**src/rtl/pipe_pkg.sv**
```systemverilog
// Shared types and defaults for the inter-stage pipeline buffer.
package pipe_pkg;

  // Occupancy of a pipeline stage: nothing held, one beat, or one beat plus a skid beat.
  typedef enum logic [1:0] {
    ST_EMPTY = 2'd0,
    ST_MAIN  = 2'd1,
    ST_SKID  = 2'd2
  } state_e;

  // Default stage bundle width and the payload shown while the stage is empty.
  localparam int unsigned PIPE_W_DEF = 98;
  localparam logic [PIPE_W_DEF-1:0] PIPE_BUBBLE_DEF = {PIPE_W_DEF{1'b0}};

endpackage

```
**src/rtl/sat_counter.sv**
```systemverilog
// Saturating up-counter: increments on inc, sticks at all-ones, cleared only by rst.
module sat_counter #(
  parameter int unsigned CNT_W = 16
) (
  input  logic             clk,
  input  logic             rst,
  input  logic             inc,
  output logic [CNT_W-1:0] cnt
);

  localparam logic [CNT_W-1:0] CNT_MAX = {CNT_W{1'b1}};
  localparam logic [CNT_W-1:0] CNT_ONE = {{(CNT_W-1){1'b0}}, 1'b1};

  logic [CNT_W-1:0] cnt_q;
  logic [CNT_W-1:0] cnt_d;

  // Next count: step by one unless already saturated.
  always_comb begin
    cnt_d = cnt_q;
    if (inc && (cnt_q != CNT_MAX)) begin
      cnt_d = cnt_q + CNT_ONE;
    end else begin
      cnt_d = cnt_q;
    end
  end

  // Count register, cleared asynchronously.
  always_ff @(posedge clk or posedge rst) begin
    if (rst) begin
      cnt_q <= {CNT_W{1'b0}};
    end else begin
      cnt_q <= cnt_d;
    end
  end

  assign cnt = cnt_q;

endmodule

```
**src/rtl/pipe_stage_buf.sv**
```systemverilog
// Pipeline stage register with valid/ready handshake, optional skid entry,
// synchronous flush (bubble insertion) and a saturating stall counter.
// The main entry register drives out_data directly, so there is no
// combinational path from the input side to the output payload.
module pipe_stage_buf
  import pipe_pkg::*;
#(
  parameter int unsigned   W      = 98,
  parameter int unsigned   SKID   = 1,
  parameter logic [W-1:0]  BUBBLE = W'(PIPE_BUBBLE_DEF),
  parameter int unsigned   CNT_W  = 16
) (
  input  logic             clk,
  input  logic             rst,
  input  logic             flush,
  input  logic             in_valid,
  output logic             in_ready,
  input  logic [W-1:0]     in_data,
  output logic             out_valid,
  input  logic             out_ready,
  output logic [W-1:0]     out_data,
  output logic [CNT_W-1:0] stall_cnt
);

  state_e       state_q, state_d;
  logic [W-1:0] main_q, main_d;
  logic [W-1:0] skid_q, skid_d;
  logic         out_valid_q, out_valid_d;
  logic         in_ready_q, in_ready_d;
  logic         accept;
  logic         emit;
  logic         stall;

  // In skid mode in_ready comes from a flop; otherwise it looks through to out_ready.
  assign in_ready = (SKID != 0) ? in_ready_q : (~out_valid_q | out_ready);
  assign accept   = in_valid & in_ready;
  assign emit     = out_valid_q & out_ready;
  assign stall    = out_valid_q & ~out_ready;

  // Next-state and entry updates; flush wins over any accept, a concurrent emit still completes downstream.
  always_comb begin
    state_d = state_q;
    main_d  = main_q;
    skid_d  = skid_q;
    if (flush) begin
      state_d = ST_EMPTY;
      main_d  = BUBBLE;
      skid_d  = BUBBLE;
    end else begin
      case (state_q)
        ST_EMPTY: begin
          if (accept) begin
            state_d = ST_MAIN;
            main_d  = in_data;
          end else begin
            state_d = ST_EMPTY;
          end
        end
        ST_MAIN: begin
          if (accept && emit) begin
            state_d = ST_MAIN;
            main_d  = in_data;
          end else if (accept) begin
            // Only reachable with a skid entry; single-entry mode blocks this via in_ready.
            if (SKID != 0) begin
              state_d = ST_SKID;
              skid_d  = in_data;
            end else begin
              state_d = ST_MAIN;
            end
          end else if (emit) begin
            state_d = ST_EMPTY;
            main_d  = BUBBLE;
          end else begin
            state_d = ST_MAIN;
          end
        end
        ST_SKID: begin
          // in_ready is low here, so the only event is the main beat leaving.
          if (emit) begin
            state_d = ST_MAIN;
            main_d  = skid_q;
            skid_d  = BUBBLE;
          end else begin
            state_d = ST_SKID;
          end
        end
        default: begin
          state_d = ST_EMPTY;
          main_d  = BUBBLE;
          skid_d  = BUBBLE;
        end
      endcase
    end
    out_valid_d = (state_d != ST_EMPTY);
    in_ready_d  = (state_d != ST_SKID);
  end

  // Stage state, both entries and the registered handshake outputs.
  always_ff @(posedge clk or posedge rst) begin
    if (rst) begin
      state_q     <= ST_EMPTY;
      main_q      <= BUBBLE;
      skid_q      <= BUBBLE;
      out_valid_q <= 1'b0;
      in_ready_q  <= 1'b1;
    end else begin
      state_q     <= state_d;
      main_q      <= main_d;
      skid_q      <= skid_d;
      out_valid_q <= out_valid_d;
      in_ready_q  <= in_ready_d;
    end
  end

  assign out_valid = out_valid_q;
  assign out_data  = main_q;

  sat_counter #(
    .CNT_W (CNT_W)
  ) u_stall_cnt (
    .clk (clk),
    .rst (rst),
    .inc (stall),
    .cnt (stall_cnt)
  );

endmodule

```
**config.mk**
```make
export PLATFORM = sky130hd
export DESIGN_NAME = pipe_stage_buf
export DESIGN_NICKNAME = d
export VERILOG_FILES = /design/src/rtl/pipe_pkg.sv /design/src/rtl/sat_counter.sv /design/src/rtl/pipe_stage_buf.sv
export SDC_FILE = /design/constraint.sdc
export NUM_CORES = 1
export LEC_CHECK = 0
export CORE_UTILIZATION = 40
export CTS_CLUSTER_SIZE = 24
export DETAILED_ROUTE_END_ITERATION = 6
export HOLD_SLACK_MARGIN = 0.15
export PLACE_DENSITY = 0.65
export SETUP_SLACK_MARGIN = 0.02
export SLEW_MARGIN = 15
export SYNTH_ARGS = -nofsm -noshare
export SYNTH_HDL_FRONTEND = slang
export SYNTH_SLANG_ARGS = --single-unit
```
**constraint.sdc**
```tcl
create_clock -name clk -period 10.9 [get_ports clk]
set_clock_uncertainty 0.15 [all_clocks]
set_input_delay 2.18 -clock clk [delete_from_list [all_inputs] [get_ports clk]]
set_output_delay 2.18 -clock clk [all_outputs]
set_load 0.02 [all_outputs]
```
* Yosys cells after proc, flatten, opt, wreduce, memory -nomap -nowiden
Index checks and enable logic that the tools add are counted.
** Word-level totals
- Bits in registers :: 216
- Bits of input ports :: 103
- Output and inout port bits :: 116
** Cells by class
- $add $sub $neg :: 1
- Reduce and logical (&&, ||, !) cells :: 6
- Eq/ne operators :: 11
- Multiplexer cells :: 17
- Bitwise operators :: 4
** Operator list (count)
- $mux W98 :: 8
- $pmux W98 S3 :: 2
- $add A16 B1 Y16 const B :: 1
- $ne A16 B16 Y1 const B :: 1
- $ne A3 B3 Y1 const B :: 4
- $mux W2 :: 4
- $ne A4 B4 Y1 const B :: 2
- $reduce_and A4 Y1 :: 2
- $pmux W2 S3 :: 1
- $ne A2 B2 Y1 const B :: 2
- $and A1 B1 Y1 :: 3
- $eq A2 B1 Y1 const B :: 1
- $eq A2 B2 Y1 const B :: 1
- $logic_and A1 B1 Y1 :: 2
- $logic_not A2 Y1 :: 1
- $mux W1 :: 2
- $reduce_bool A2 Y1 :: 1
- $not A1 Y1 :: 1

* Longest topological paths before layout
- Depth after elaboration :: 7
- Mapped depth :: 10
- Depth with buffers taken out :: 7

* Cells and area by module
From an unflattened synthesis, not the netlist that was laid out.
** Second synthesis, totals
- Cells, all modules :: 858
- Area total of the unflattened synthesis :: 9633.0 sq um
** Modules (own cells, without submodules)
- pipe_stage_buf :: times used 1, area an instance 8827.2 sq um, sequential area each 5006.1 sq um, cells an instance 787
- sat_counter :: times used 1, area an instance 805.8 sq um, sequential area each 400.4 sq um, cells an instance 71

* Worst setup path after synthesis
Ideal clock, no wire load.
- Path kind :: input-to-reg
- Start :: input in_valid
- End :: register main_q[0] (netlist: out_data[0])
- Setup time :: 0.096 ns
- Stages on the path :: 9
- Required time :: 10.654 ns
- Slack :: 6.995 ns
- Data arrival time :: 3.659 ns
- Path buffers :: 2
- Cell sequence :: nand2_1 -> inv_1 -> ha_1 -> nand2b_1 -> a221oi_1 -> o21ai_2 -> buf_2 -> buf_4 -> o32ai_2
** Between the ends
- Longest elaborated chain between the ends :: 5
** Ends and longest elaborated chain
- start, declared :: RTL line pipe_stage_buf.sv:16 : input logic in_valid,
- $and A1 B1 Y1 (*) :: RTL line pipe_stage_buf.sv:36 : assign accept = in_valid & in_ready;
- $logic_and A1 B1 Y1 :: RTL line pipe_stage_buf.sv:60 : if (accept && emit) begin
- $mux W98 :: RTL line pipe_stage_buf.sv:60
- $pmux W98 S3 :: RTL line pipe_stage_buf.sv:50 : case (state_q)
- $mux W98 :: RTL line pipe_stage_buf.sv:45 : if (flush) begin
- end signal, assigned :: RTL line pipe_stage_buf.sv:109 : main_q <= main_d;
- end, declared :: RTL line pipe_stage_buf.sv:26 : logic [W-1:0] main_q, main_d;
Mark *: on every way between the ends. The rest lies on a longest branch, timed or not.
A chain may end at the register's enable or synchronous reset.

* Final worst setup path
- Start :: input in_valid
- End :: register main_q[3] (netlist: out_data[3])
Same word-level chain as after synthesis.

==> results.sh <==
export IMPL_drc=0
export IMPL_number_of_distinct_library_cells_after_synthesis=43
export IMPL_area_growth_syn_to_layout_pct=32.2
export IMPL_drtAntennaViolNets=0
export IMPL_number_of_rows_in_the_core_area=57
export IMPL_power_total_uw=2310
export IMPL_clock_fmax_mhz=210
export IMPL_clockBufferDepth=3
export IMPL_post_place_setup_slack_ps=5660
export IMPL_setup_worst_path_end_class="flip-flop"
export IMPL_ioPinCount=219
export IMPL_share_of_layout_cells_above_drive_strength_1_pct=7.25
export IMPL_clk_latency_ps=510
export IMPL_dp_final_hpwl_mm=15.3
export IMPL_max_cap_viol_count=0
export IMPL_fin_ws_ps=6150
export IMPL_syn_area_per_cell_um2=10.4
export IMPL_unrepaired_setup_endpoints_after_global_routing="false"
export IMPL_detail_route_wl_per_cell_um=17.7
export IMPL_post_cts_sizing_count=0
export IMPL_dieHeight_um=161
export IMPL_type_of_the_worst_setup_path="in2reg"
export IMPL_cts_made_buffers=25
export IMPL_setup_worst_path_start_class="input pin"
export IMPL_synth_yosys_seq_area_share_pct=53.4
export IMPL_grt_start_max_net_pins=148
export IMPL_syn_cell_area_mm2=0.0101
export IMPL_peakVddDrop_uv=103
export IMPL_synth_compound_gate_area_share_pct=18.3
export IMPL_port_buffers=218
export IMPL_layout_cells_non_filler=1496
export IMPL_synth_xor_xnor_area_share_pct=0.952
export IMPL_via_per_inst=5.26
export IMPL_antenna_violations_before_repair=1
export IMPL_required_arrival_time_at_the_worst_endpoint_ps=11090
export IMPL_hold_violations=0
export IMPL_synth_main_ff_cell="dfrtp_1"
export IMPL_holdCritPathClass="reg2reg"
export IMPL_tritoncts_clock_tree="done"
export IMPL_finalCriticalPeriod_ps=4750
export IMPL_global_route_wire_length_before_repair_mm=42.5
export IMPL_yosys_register_bits=216
export IMPL_drt_first_pass_iters=5
export IMPL_yosys_warnings=0
export IMPL_synth_edf_count=0
export IMPL_grt_overflow=0
export IMPL_post_cts_setup_buffer_count=0
export IMPL_dominant_combinational_cell_family_by_area_after_synthesis="compound AO/OA/AOI/OAI gates"
export IMPL_timing_final_max_slew_violations=0
export IMPL_synth_mux_area_fraction_pct=9.91
export IMPL_floorplan_initialDensity_pct=41.3
export IMPL_status="completed"
export IMPL_timing_critical_path_arrival_ps=4940
export IMPL_setup_total_negative_slack_ps=0
export IMPL_ctsRootBufferMaster="clkbuf_16"
export IMPL_worstMarginPinSlew_ps=1160
export IMPL_fill_cells=2149
export IMPL_dpl_cell_count=1450
export IMPL_synth_nets=1077
export IMPL_nets=1258
export IMPL_detailroute_via_count=7873
export IMPL_h_tree_depth=1
export IMPL_grt_pass1_vias=7704
export IMPL_max_slew_margin_rel_pct=22.8
export IMPL_timing_final_crit_share_pct=43.6
export IMPL_grt_total_usage_pct=20.2
export IMPL_critical_path_startpoint="in_valid"
export IMPL_adder_and_majority_gate_portion_of_the_synthesized_area_pct=0.247
export IMPL_synth_simple_gate_area_share_pct=6.08
export IMPL_place_gp_congestion=0.764
export IMPL_clkSinkCount=216
export IMPL_crit_path_max_fanout=84
export IMPL_fin_worst_hold_slack_ps=349
export IMPL_cts_clk_slew_worst_paths_ps=60
export IMPL_antennaDiodeCount=0
export IMPL_synth_cells=972
export IMPL_setup_violations=0
export IMPL_routed_wirelength_mm=26.5
export IMPL_rr_startpoint="out_valid"
export IMPL_power_per_cell_area_mw_per_mm2=172
export IMPL_leakage_uw=0.00571
export IMPL_postSynth_asyncResetShare_pct=100
export IMPL_width_of_the_die_um=161
export IMPL_design_core_area_mm2=0.0245
export IMPL_cts_hold_buf=0
export IMPL_initialDrtViolationCount=587
export IMPL_hold_start="u_stall_cnt.cnt[15]"
export IMPL_dieArea_mm2=0.0259
-- cell usage after synthesis, types with 2 or more instances --
master / number / area share [%]
nor4_1: 4 / 0.25
xnor2_1: 11 / 0.95
inv_1: 203 / 7.5
nor2b_1: 3 / 0.19
a21oi_1: 3 / 0.15
nand2b_1: 6 / 0.37
o21a_1: 3 / 0.22
clkbuf_1: 48 / 1.8
buf_6: 5 / 0.56
buf_4: 2 / 0.15
and3_1: 2 / 0.12
buf_2: 21 / 1.0
o32ai_1: 87 / 7.5
nand3_1: 9 / 0.44
ha_1: 2 / 0.25
o21ai_1: 3 / 0.15
nor3_1: 2 / 0.099
nand2_1: 104 / 3.9
o211ai_2: 2 / 0.25
o32ai_2: 11 / 1.8
mux2i_1: 98 / 9.7
a22oi_1: 98 / 7.3
dfrtp_1: 215 / 53
nand4_1: 3 / 0.19
o21ai_0: 3 / 0.15
nor2_1: 6 / 0.22
o21ai_2: 2 / 0.17
-- worst paths after layout --
| check | cells past startpoint | slack, ps | endpoint |
|---|---|---|---|
| setup reg to reg | 7 | 7880 | out_data[3] |
| max in group asynchronous | 3 | 6870 | out_data[22] |
| hold / removal | 1 | 350 | u_stall_cnt.cnt[15] |
| setup / recovery | 9 | 6150 | out_data[3] |
| min in group asynchronous | 2 | 2160 | out_data[56] |
| hold reg to reg | 1 | 350 | u_stall_cnt.cnt[15] |
-- routing by layer --
layer,vias to the layer above,GRT usage [%],share of wire (%)
li1,3705,-,-
met4,0,5.32,1.8
met5,-,0,0
met3,34,3.57,6.3
met1,3894,29.2,46
met2,240,31.1,46
-- registers in the layout (all words and copies together) (netlist names) --
register         count
u_stall_cnt.cnt     16
out_valid            1
state_q              2
skid_q              98
in_ready             1
out_data            98
-- per-stage QoR --
step           area [um^2]  utilization (%)
5_1_grt              13400             54.5
3_5_place_dp         12500             50.9
6_report             13400             54.5
2_1_floorplan        10100                -
4_1_cts              13400             54.5
3_3_place_gp         12500             50.9
-- final cells by class --
class | instances | area [um^2] | area share, %
Clock buffer | 32 | 712 | 5.32
Clock inverter | 14 | 176 | 1.32
Timing Repair Buffer | 231 | 2280 | 17.0
Tap cell | 324 | 405 | 3.03
Multi-Input combinational cell | 476 | 3640 | 27.2
Sequential cell | 216 | 5410 | 40.4
Inverter | 203 | 769 | 5.75
-- cell usage in the layout, fill, tap and decap left out, types with 5 or more instances in the layout --
| cell type | synthesis | routed |
|---|---|---|
| clkdlybuf4s50_1 | 0 | 217 |
| inv_1 | 203 | 202 |
| o32ai_1 | 87 | 87 |
| mux2i_1 | 98 | 98 |
| o32ai_2 | 11 | 11 |
| clkbuf_8 | 0 | 6 |
| a22oi_1 | 98 | 98 |
| nor2_1 | 6 | 5 |
| nand2_1 | 104 | 104 |
| dfrtp_1 | 215 | 215 |
| buf_4 | 2 | 14 |
| xnor2_1 | 11 | 11 |
| clkinv_2 | 0 | 8 |
| clkbuf_16 | 0 | 25 |
| nand3_1 | 9 | 9 |
| nand2b_1 | 6 | 6 |
-- cell families (layout without fill, tap and decap cells) --
kind of cell	after synthesis	in the layout
buffers and inverters	280	480
AOI/OAI and AO/OA	220	220
DFF	216	216
and+or+nand+nor	143	143
muxes	100	100
xor gates and xnor gates	11	11
adders and majority gates	2	2
-- critical path, stage by stage --
cell and delay, ps:
clkdlybuf4s50_1 430, nand2_1 140, inv_1 90, ha_1 230
nand2b_1 180, a21oi_1 140, o32a_2 370, buf_4 900
o32ai_1 190
-- power breakdown --
| part | internal, uW | total (uW) | switching (uW) | leakage (uW) |
|---|---|---|---|---|
| clock network | 555 | 888 | 333 | 0.000445 |
| registers | 873 | 925 | 51.9 | 0.00294 |
| logic | 213 | 494 | 281 | 0.00233 |
| total | 1640 | 2310 | 666 | 0.00571 |
Power figures use the tool's default switching activity.
